<file path="src/rtl/led_out_pkg.sv">
// Shared constants and types for the LED output stage.
// The LED word is {count, shift}: the count RP drives the upper nibble and
// the shift RP drives the lower nibble.
package led_out_pkg;

  localparam int unsigned N_LED    = 8;
  localparam int unsigned NIB_W    = 4;
  localparam int unsigned SHIFT_LO = 0;
  localparam int unsigned COUNT_LO = 4;

  // RUN    : LEDs follow the RP outputs.
  // FROZEN : an RP is being reconfigured, so the last good value is held.
  // SETTLE : waiting for the RP outputs to stay stable before following them again.
  typedef enum logic [1:0] {
    RUN    = 2'd0,
    FROZEN = 2'd1,
    SETTLE = 2'd2
  } state_t;

endpackage

</file>
<file path="src/rtl/led_pwm_gen.sv">
// PWM generator for LED dimming.
//
// A free-running period counter is compared against a brightness latch.
// The latch (duty_q) loads only on the last count of a period, so a duty
// change never alters a period that is already running.
//
// Optional feature: define LED_OUT_GAMMA_EN to compare against a
// gamma-corrected duty, (duty_q^2) >> PWM_BITS. The corrected value is also
// loaded at period end, so a duty change takes effect one period later than
// in the default build.
//
// Ports:
//   clk      : clock, rising edge
//   rst      : synchronous reset, active-high
//   duty     : requested brightness (0 = off, all-ones = fully on)
//   pwm_on_c : combinational PWM enable for the current count
//   pwm_sync : registered; high during the cycle in which the count is 0
module led_pwm_gen #(
  parameter int unsigned PWM_BITS = 8
) (
  input  logic                clk,
  input  logic                rst,
  input  logic [PWM_BITS-1:0] duty,
  output logic                pwm_on_c,
  output logic                pwm_sync
);

  localparam logic [PWM_BITS-1:0] PWM_MAX = '1;

  logic [PWM_BITS-1:0] pwm_cnt;
  logic [PWM_BITS-1:0] duty_q;
  logic [PWM_BITS-1:0] duty_eff;
  logic                at_max_c;

  assign at_max_c = (pwm_cnt == PWM_MAX);

  // Period counter, period-aligned duty latch and sync pulse. The pulse is
  // registered from the last count so that it lines up with count 0.
  always_ff @(posedge clk) begin
    if (rst) begin
      pwm_cnt  <= '0;
      duty_q   <= PWM_MAX;
      pwm_sync <= 1'b0;
    end else begin
      pwm_cnt  <= pwm_cnt + PWM_BITS'(1);
      pwm_sync <= at_max_c;
      if (at_max_c) begin
        duty_q <= duty;
      end
    end
  end

`ifdef LED_OUT_GAMMA_EN
  localparam int unsigned SQ_W = 2 * PWM_BITS;

  logic [SQ_W-1:0] duty_sq_c;

  assign duty_sq_c = SQ_W'(duty_q) * SQ_W'(duty_q);

  // Sampled at period end together with duty_q, so it lags by one period.
  always_ff @(posedge clk) begin
    if (rst) begin
      duty_eff <= PWM_MAX;
    end else if (at_max_c) begin
      duty_eff <= duty_sq_c[SQ_W-1:PWM_BITS];
    end
  end
`else
  assign duty_eff = duty_q;
`endif

  // Full scale is forced on so that the LEDs have no dark cycle at all-ones.
  assign pwm_on_c = (pwm_cnt < duty_eff) | (duty_q == PWM_MAX);

endmodule

</file>
<file path="src/rtl/led_out_stage.sv">
// Static-region LED driver fed by the shift and count reconfigurable partitions.
//
// The block registers {count_in, shift_in} and drives the board LEDs through
// a PWM dimmer. While decouple is high, it holds the last good value. After
// decouple releases, the block follows the RP outputs again only once they
// have stayed stable for SETTLE_CYCLES consecutive cycles.
//
// Optional feature: LED_OUT_GAMMA_EN (see led_pwm_gen) enables gamma-corrected dimming.
//
// Ports:
//   clk      : clock, rising edge
//   rst      : synchronous reset, active-high
//   decouple : high while an RP is being reconfigured; RP outputs are invalid
//   shift_in : shift RP data_out  -> led[3:0]
//   count_in : count RP count_out -> led[7:4]
//   duty     : PWM brightness (0 = off, all-ones = fully on)
//   led      : registered {count, shift} gated by PWM
//   frozen   : registered; high whenever the block is not in RUN
//   pwm_sync : registered; one-cycle pulse at the start of each PWM period
module led_out_stage
  import led_out_pkg::*;
#(
  parameter int unsigned PWM_BITS      = 8,
  parameter int unsigned SETTLE_CYCLES = 16
) (
  input  logic                clk,
  input  logic                rst,
  input  logic                decouple,
  input  logic [NIB_W-1:0]    shift_in,
  input  logic [NIB_W-1:0]    count_in,
  input  logic [PWM_BITS-1:0] duty,
  output logic [N_LED-1:0]    led,
  output logic                frozen,
  output logic                pwm_sync
);

  localparam int unsigned       CNT_W    = (SETTLE_CYCLES > 1) ? $clog2(SETTLE_CYCLES) : 1;
  localparam logic [CNT_W-1:0]  CNT_LAST = CNT_W'(SETTLE_CYCLES - 1);

  state_t             state;
  state_t             state_d;
  logic [N_LED-1:0]   sample_c;
  logic [N_LED-1:0]   sample_prev;
  logic [N_LED-1:0]   captured;
  logic [N_LED-1:0]   captured_d;
  logic [CNT_W-1:0]   settle_cnt;
  logic [CNT_W-1:0]   settle_cnt_d;
  logic               stable_c;
  logic               pwm_on_c;

  // Assemble the LED word from the two RP nibbles.
  always_comb begin
    sample_c                       = '0;
    sample_c[SHIFT_LO +: NIB_W]    = shift_in;
    sample_c[COUNT_LO +: NIB_W]    = count_in;
  end

  assign stable_c = (sample_c == sample_prev);

  // Freeze/settle next state. Decouple always wins over settle completion.
  // The counter only increments below CNT_LAST, so it saturates and never wraps.
  always_comb begin
    state_d      = state;
    captured_d   = captured;
    settle_cnt_d = settle_cnt;
    unique case (state)
      RUN: begin
        if (decouple) begin
          state_d = FROZEN;
        end else begin
          captured_d = sample_c;
        end
      end
      FROZEN: begin
        settle_cnt_d = '0;
        if (!decouple) begin
          state_d = SETTLE;
        end
      end
      SETTLE: begin
        if (decouple) begin
          state_d = FROZEN;
        end else if (!stable_c) begin
          settle_cnt_d = '0;
        end else if (settle_cnt == CNT_LAST) begin
          state_d      = RUN;
          captured_d   = sample_c;
          settle_cnt_d = '0;
        end else begin
          settle_cnt_d = settle_cnt + CNT_W'(1);
        end
      end
      default: begin
        state_d = SETTLE;
      end
    endcase
  end

  // State register plus the capture, history and output registers.
  always_ff @(posedge clk) begin
    if (rst) begin
      state       <= SETTLE;
      captured    <= '0;
      sample_prev <= '0;
      settle_cnt  <= '0;
      led         <= '0;
      frozen      <= 1'b1;
    end else begin
      state       <= state_d;
      captured    <= captured_d;
      sample_prev <= sample_c;
      settle_cnt  <= settle_cnt_d;
      led         <= captured & {N_LED{pwm_on_c}};
      frozen      <= (state_d != RUN);
    end
  end

  led_pwm_gen #(
    .PWM_BITS (PWM_BITS)
  ) u_pwm (
    .clk      (clk),
    .rst      (rst),
    .duty     (duty),
    .pwm_on_c (pwm_on_c),
    .pwm_sync (pwm_sync)
  );

endmodule
</file>
<file path="config.mk">
export PLATFORM = sky130hd
export DESIGN_NAME = led_out_stage
export DESIGN_NICKNAME = d
export VERILOG_FILES = /design/src/rtl/led_out_pkg.sv /design/src/rtl/led_pwm_gen.sv /design/src/rtl/led_out_stage.sv
export SDC_FILE = /design/constraint.sdc
export NUM_CORES = 1
export LEC_CHECK = 0
export CAP_MARGIN = 30
export CORE_MARGIN = 4
export CORE_UTILIZATION = 55
export CTS_CLUSTER_DIAMETER = 60
export DETAILED_ROUTE_END_ITERATION = 6
export PLACE_DENSITY = 0.87
export SLEW_MARGIN = 20
export SYNTH_ARGS = -nofsm -noshare
export SYNTH_HDL_FRONTEND = slang
export SYNTH_SLANG_ARGS = --single-unit
export TNS_END_PERCENT = 1
</file>
<file path="constraint.sdc">
create_clock -name clk -period 2.45 [get_ports clk]
set_clock_uncertainty 0.05 [all_clocks]
set_input_delay 0.49 -clock clk [delete_from_list [all_inputs] [get_ports clk]]
set_output_delay 0.49 -clock clk [all_outputs]
set_load 0.05 [all_outputs]
</file>
==> impl_metrics.py, run 1 <==
metrics = {
    "logic_synthesis": {
        "syn_inst": 243,
        "synthMuxAreaShare_pct": 0,
        "synth_nets": 271,
        "synth-seq-area-share_pct": 44.1,
        "synth_area_per_cell_um2": 8.97,
        "synth_top_family_by_area": "simple AND/OR/NAND/NOR gates",
        "synth_flop_cell": "dfxtp_1",
        "synthAdderAreaFrac_pct": 5.17,
        "netlist_area_mm2": 0.00218,
        "ys_warn_count": 0,
        "synth_cell_types": 35,
        "synth_xor_area_share_pct": 4.82,
        "synth_compound_area_share_pct": 18.5,
        "async_reset_ff_share_pct": 0,
        "ys_ff_latch": 48,
        "synth_enable_flop_cells": 0,
        "synthSimpleGateAreaFrac_pct": 21.7,
    },
    "worst_setup_path": {
        "critPathLaunch": "led[4]",
        "crit_cells": 1,
        "path_cells": "clkdlybuf4s50_1",
        "crit_path_end_kind": "output pin",
        "timing_worst_setup_path_type": "register to output pin",
        "critPathMaxFanout": 1,
        "reg2regPathDepth": 5,
        "cp_num_buf_inv": 1,
        "r2r-start": "u_pwm.duty_eff[7]",
        "cp_data_required_time_ns": 1.91,
        "path_delay_family": "buffers and inverters",
        "slowest_delay_ns": 0.80,
        "r2r_setup_slack_ns": 0.70,
        "reg2reg_to": "led[1]",
        "cp_slowest_cell": "clkdlybuf4s50_1",
        "critPathCapture": "led[4]",
        "crit_arrival_ns": 1.42,
        "crit_path_start_kind": "register",
    },
    "placement": {
        "portBuffers": 28,
        "dp_hpwl_um": 3220,
        "gp_congestion": 0.751,
    },
    "die": {
        "ioPinCount": 29,
        "floorplan.initialDensity_pct": 58.2,
        "rows": 22,
        "core_area_mm2": 0.00374,
        "dieArea_mm2": 0.00503,
        "die_x_um": 71.0,
        "die_y_um": 71.0,
    },
    "clocking": {
        "hold_buffers": 0,
        "cts_buffer_depth": 2,
        "cts_setup_buffers": 0,
        "htree_num_levels": 2,
        "cts_tree": "yes",
        "cts_sinks": 48,
        "root_buffer": "clkbuf_8",
        "cts.reportedPaths.clkPinSlew_ns": 0.08,
        "cts_inserted_buffers": 5,
        "clk-insertion-delay-late_ns": 0.30,
        "ctsResizeCount": 0,
    },
    "timing": {
        "whs_ns": 0.425,
        "worst_pin_slew_ns": 0.656,
        "tns_ns": 0,
        "finalCriticalPeriod_ns": 1.96,
        "drv_slew": 0,
        "slew_headroom_pct": 55.9,
        "fin_crit_sh_pct": 79.8,
        "rsz0062_at_grt": "false",
        "fmax_mhz": 511,
        "hold_violations": 0,
        "setup_violations": 0,
    },
    "detailed_routing": {
        "avgRoutedWirePerCell_um": 13.9,
        "antenna_left": 0,
        "viasPerCell": 5.86,
        "dr.pass1.iters": 4,
        "num_vias": 1864,
        "totalWireLength_um": 4440,
        "detail_route.iter0.violations": 137,
        "drc": 0,
    },
    "power_and_ir_drop": {
        "seqPwrFrac_pct": 54.2,
        "finalPower_mw": 1.58,
        "power.density_mw_per_mm2": 605,
        "irDropWorstVdd_v": 0.000514,
        "p_int_mw": 1.17,
        "p_clk_share_pct": 31.6,
        "p_leak_nw": 0.970,
        "p_sw_mw": 0.404,
        "p_comb_share_pct": 14.1,
        "swShare_pct": 25.6,
    },
    "worst_hold_path": {
        "min_from": "captured[0]",
        "hp-class": "register to register",
    },
    "grt": {
        "grtUsageTotal_pct": 19.2,
        "grt_max_degree": 47,
        "grt_pass1_wl_um": 7910,
        "antenna_found_initial": 0,
        "overflow": 0,
        "grt_pass1_vias": 1823,
    },
    "outcome": {
        "status": "completed",
    },
    "run": {
        "drv_cap": 0,
    },
    "cells_and_area": {
        "final_cell_mix": "dfxtp_1 (48), clkdlybuf4s50_1 (28), nand2_1 (25)",
        "layout-drive-gt1-share_pct": 4.81,
        "diodes": 0,
        "fin_nets": 298,
        "synthToLayoutAreaGrowth_pct": 19.6,
        "final_common_cell": "dfxtp_1",
    },
}
## cell usage after synthesis, types with 2 or more instances
| cell type | instances | area share (%) |
|---|---|---|
| dfxtp_1 | 48 | 44 |
| nand2_1 | 25 | 4.3 |
| inv_1 | 18 | 3.1 |
| nand4_1 | 14 | 4.0 |
| a21oi_1 | 11 | 2.5 |
| nor2b_1 | 11 | 3.2 |
| ha_1 | 9 | 5.2 |
| nor2_1 | 9 | 1.5 |
| o311ai_0 | 9 | 3.6 |
| xnor2_1 | 9 | 3.6 |
| a2111oi_0 | 8 | 3.2 |
| a31oi_1 | 8 | 2.3 |
| nand3_1 | 8 | 1.8 |
| nor4b_1 | 8 | 3.2 |
| o211ai_1 | 8 | 2.8 |
| buf_2 | 6 | 1.4 |
| clkbuf_1 | 6 | 1.0 |
| o21ai_0 | 4 | 0.92 |
| xor2_1 | 3 | 1.2 |
| a21o_1 | 2 | 0.69 |
| and4_1 | 2 | 0.80 |
| nor3_1 | 2 | 0.46 |
| o2111ai_1 | 2 | 0.80 |
| or3_1 | 2 | 0.57 |
## registers in the layout, indices dropped and copies added (netlist names)
register,cells
u_pwm.pwm_sync,1
state,2
u_pwm.pwm_cnt,8
led,8
u_pwm.duty_eff,8
sample_prev,8
frozen,1
settle_cnt,4
captured,8
## kinds of logic after synthesis
logic type | after synthesis
simple gates | 86
compound gates | 57
flops | 48
buf+inv | 31
xor+xnor | 12
fa+ha+maj | 9
## layer usage
layer | global-route usage (%) | routed length, um | vias to the layer above
met5 | 0 | 0 | -
met4 | 6.47 | 68 | 0
met3 | 5.54 | 196 | 10
met2 | 31.3 | 2150 | 42
met1 | 24.3 | 2020 | 858
li1 | - | - | 954
## worst min-delay path by stage
stage | end | depth (start not counted) | slack (ns)
after floorplan | u_pwm.pwm_cnt[0] | 1 | 0.38
after detailed placement | u_pwm.pwm_cnt[0] | 1 | 0.40
final | led[0] | 2 | 0.43
after CTS | u_pwm.pwm_cnt[0] | 1 | 0.43
after global routing | led[0] | 2 | 0.46
after global placement | u_pwm.pwm_cnt[0] | 1 | 0.39
## stage by stage
stage | utilization, % | worst slack, ns | instance area (um2) | instances
after floorplan | - | 0.925 | 2180 | 243
after global placement | 67.0 | 0.352 | 2510 | 311
after detailed placement | 67.0 | 0.302 | 2510 | 311
after CTS | 69.6 | 0.479 | 2610 | 318
after global routing | 69.6 | 0.416 | 2610 | 318
final | 69.6 | 0.494 | 2610 | 318
## layout make-up
class                      count  area (um2)
clock buffer                   7        96.3
fill                         326        1140
inverter                      19        71.3
multi-input combinational    164        1090
sequential                    48         961
tap                           48        60.1
timing repair buffer          32         323
## power by group through the flow
stage | Combinational (mW) | Clock (mW) | Sequential [mW]
3_3_place_gp | 0.218 | 0 | 0.872
6_report | 0.223 | 0.499 | 0.855
5_1_grt | 0.246 | 0.543 | 0.861
2_1_floorplan | 0.103 | 0 | 0.906
4_1_cts | 0.223 | 0.509 | 0.855
3_5_place_dp | 0.222 | 0 | 0.872
No activity file was read; power rests on OpenSTA's default activity.
==> run 2: changes to the inputs <==
Settings changed: CORE_UTILIZATION 55 to 54, PLACE_DENSITY 0.87 to 0.86.
Clock period 2.45 ns to 2 ns, I/O delays scaled along.
==> run 2 against run 1 <==
Hold slack lost 0.0013 ns. Non-clock buffer count rose by 9. Critical path depth unchanged. Worst setup slack got worse by 0.37 ns. Clock power up 91%. Sequential share of layout area fell by 1.8 points. Global-route usage rose by 0.75 points. Flip-flop and latch count stayed put. Critical endpoint unchanged. Cell count up 3.1%. Sequential power up 23%. Die area up 1.6%. Power up 45%.
==> impl_metrics.py, run 2 (synthesized netlist as in run 1, its figures left out) <==
metrics = {
    "outcome": {
        "status": "completed",
    },
    "detailed_routing": {
        "num_vias": 1953,
        "drc": 0,
        "totalWireLength_um": 4940,
        "dr.pass1.iters": 5,
        "avgRoutedWirePerCell_um": 15.0,
        "antenna_left": 0,
        "detail_route.iter0.violations": 138,
        "viasPerCell": 5.95,
    },
    "worst_setup_path": {
        "crit_path_end_kind": "output pin",
        "crit_path_start_kind": "register",
        "crit_cells": 1,
        "cp_slowest_cell": "clkdlybuf4s50_1",
        "r2r_setup_slack_ns": 0.15,
        "slowest_delay_ns": 0.80,
        "crit_arrival_ns": 1.43,
        "timing_worst_setup_path_type": "register to output pin",
        "path_cells": "clkdlybuf4s50_1",
        "r2r-start": "u_pwm.pwm_cnt[3]",
        "reg2reg_to": "led[4]",
        "reg2regPathDepth": 4,
        "critPathMaxFanout": 1,
        "critPathCapture": "led[4]",
        "cp_num_buf_inv": 1,
        "cp_data_required_time_ns": 1.55,
        "path_delay_family": "buffers and inverters",
        "critPathLaunch": "led[4]",
    },
    "power_and_ir_drop": {
        "p_comb_share_pct": 12.8,
        "p_clk_share_pct": 41.6,
        "seqPwrFrac_pct": 45.6,
        "power.density_mw_per_mm2": 838,
        "irDropWorstVdd_v": 0.000557,
        "p_int_mw": 1.77,
        "p_leak_nw": 1.04,
        "p_sw_mw": 0.528,
        "swShare_pct": 23.0,
    },
    "worst_hold_path": {
        "hp-class": "register to register",
        "hold_path_depth": 2,
        "min_from": "captured[3]",
    },
    "clocking": {
        "clk-insertion-delay-late_ns": 0.30,
        "htree_num_levels": 2,
        "cts_inserted_buffers": 5,
        "ctsResizeCount": 0,
        "cts_buffer_depth": 2,
        "hold_buffers": 0,
        "cts.reportedPaths.clkPinSlew_ns": 0.09,
        "cts_sinks": 48,
        "cts_setup_buffers": 0,
        "root_buffer": "clkbuf_8",
        "cts_tree": "yes",
    },
    "cells_and_area": {
        "num-fill-cells": 264,
        "fin_nets": 307,
        "fin_area_mm2": 0.00274,
        "final_cell_mix": "dfxtp_1 (48), clkdlybuf4s50_1 (28), nand2_1 (25)",
        "diodes": 0,
        "final_common_cell": "dfxtp_1",
        "layout-drive-gt1-share_pct": 8.21,
        "synthToLayoutAreaGrowth_pct": 25.5,
        "fin_util_pct": 72.6,
    },
    "placement": {
        "portBuffers": 28,
        "dp_slack_ns": -0.00992,
        "dp_hpwl_um": 3400,
        "gp_congestion": 0.814,
        "placed_cell_area_mm2": 0.00258,
    },
    "grt": {
        "grt_pass1_wl_um": 8120,
        "overflow": 0,
        "grt_pass1_vias": 1848,
        "grt_max_degree": 27,
        "grtUsageTotal_pct": 19.9,
        "antenna_found_initial": 0,
    },
    "run": {
        "drv_cap": 0,
    },
    "die": {
        "dieArea_mm2": 0.00512,
        "core_area_mm2": 0.00377,
        "die_x_um": 71.5,
        "floorplan.initialDensity_pct": 57.8,
        "die_y_um": 71.5,
        "ioPinCount": 29,
        "rows": 22,
    },
    "timing": {
        "drv_slew": 0,
        "worst_pin_slew_ns": 0.636,
        "rsz0062_at_grt": "false",
        "finalCriticalPeriod_ns": 1.88,
        "setup_violations": 0,
        "fin_crit_sh_pct": 94.0,
        "setup_ws_ns": 0.120,
        "fmax_mhz": 532,
        "hold_violations": 0,
        "slew_headroom_pct": 57.2,
    },
}
## run 2: layout make-up
class                      count  area [um2]  share of cell area [%]
clock inverter                 3        90.1                    3.29
multi-input combinational    164        1090                    40.0
sequential                    48         961                    35.1
inverter                      19        71.3                    2.61
clock buffer                   5        68.8                    2.51
timing repair buffer          41         390                    14.3
tap                           48        60.1                    2.19
## run 2: how the worst min path moves through the flow
stage                             to  slack, ns
floorplan           u_pwm.pwm_cnt[0]       0.38
global placement    u_pwm.pwm_cnt[0]       0.40
detailed placement            led[4]       0.41
CTS                           led[0]       0.43
global route                  led[4]       0.45
finish                        led[3]       0.42
## run 2: routing by layer
layer | global-route usage [%] | share of wire [%]
met5 | 0 | 0
met4 | 8.98 | 3.0
met3 | 5.05 | 4.0
met2 | 33.6 | 50
met1 | 23.7 | 43
## run 2: per-stage QoR
step           hold WS (ns)  std cells  power [mW]  setup TNS [ns]
3_5_place_dp          0.407        320        1.36         -0.0190
5_1_grt               0.447        328        2.36               0
4_1_cts               0.430        328        2.30               0
6_report              0.424        328        2.29               0
2_1_floorplan         0.375        243        1.24               0
3_3_place_gp          0.396        320        1.35               0
## run 2: power by group through the flow
stage,combinational [mW],sequential (mW),clock (mW)
after floorplan,0.127,1.11,0
after global placement,0.284,1.07,0
after detailed placement,0.290,1.07,0
after CTS,0.293,1.05,0.961
after global routing,0.318,1.05,0.991
final,0.294,1.05,0.954
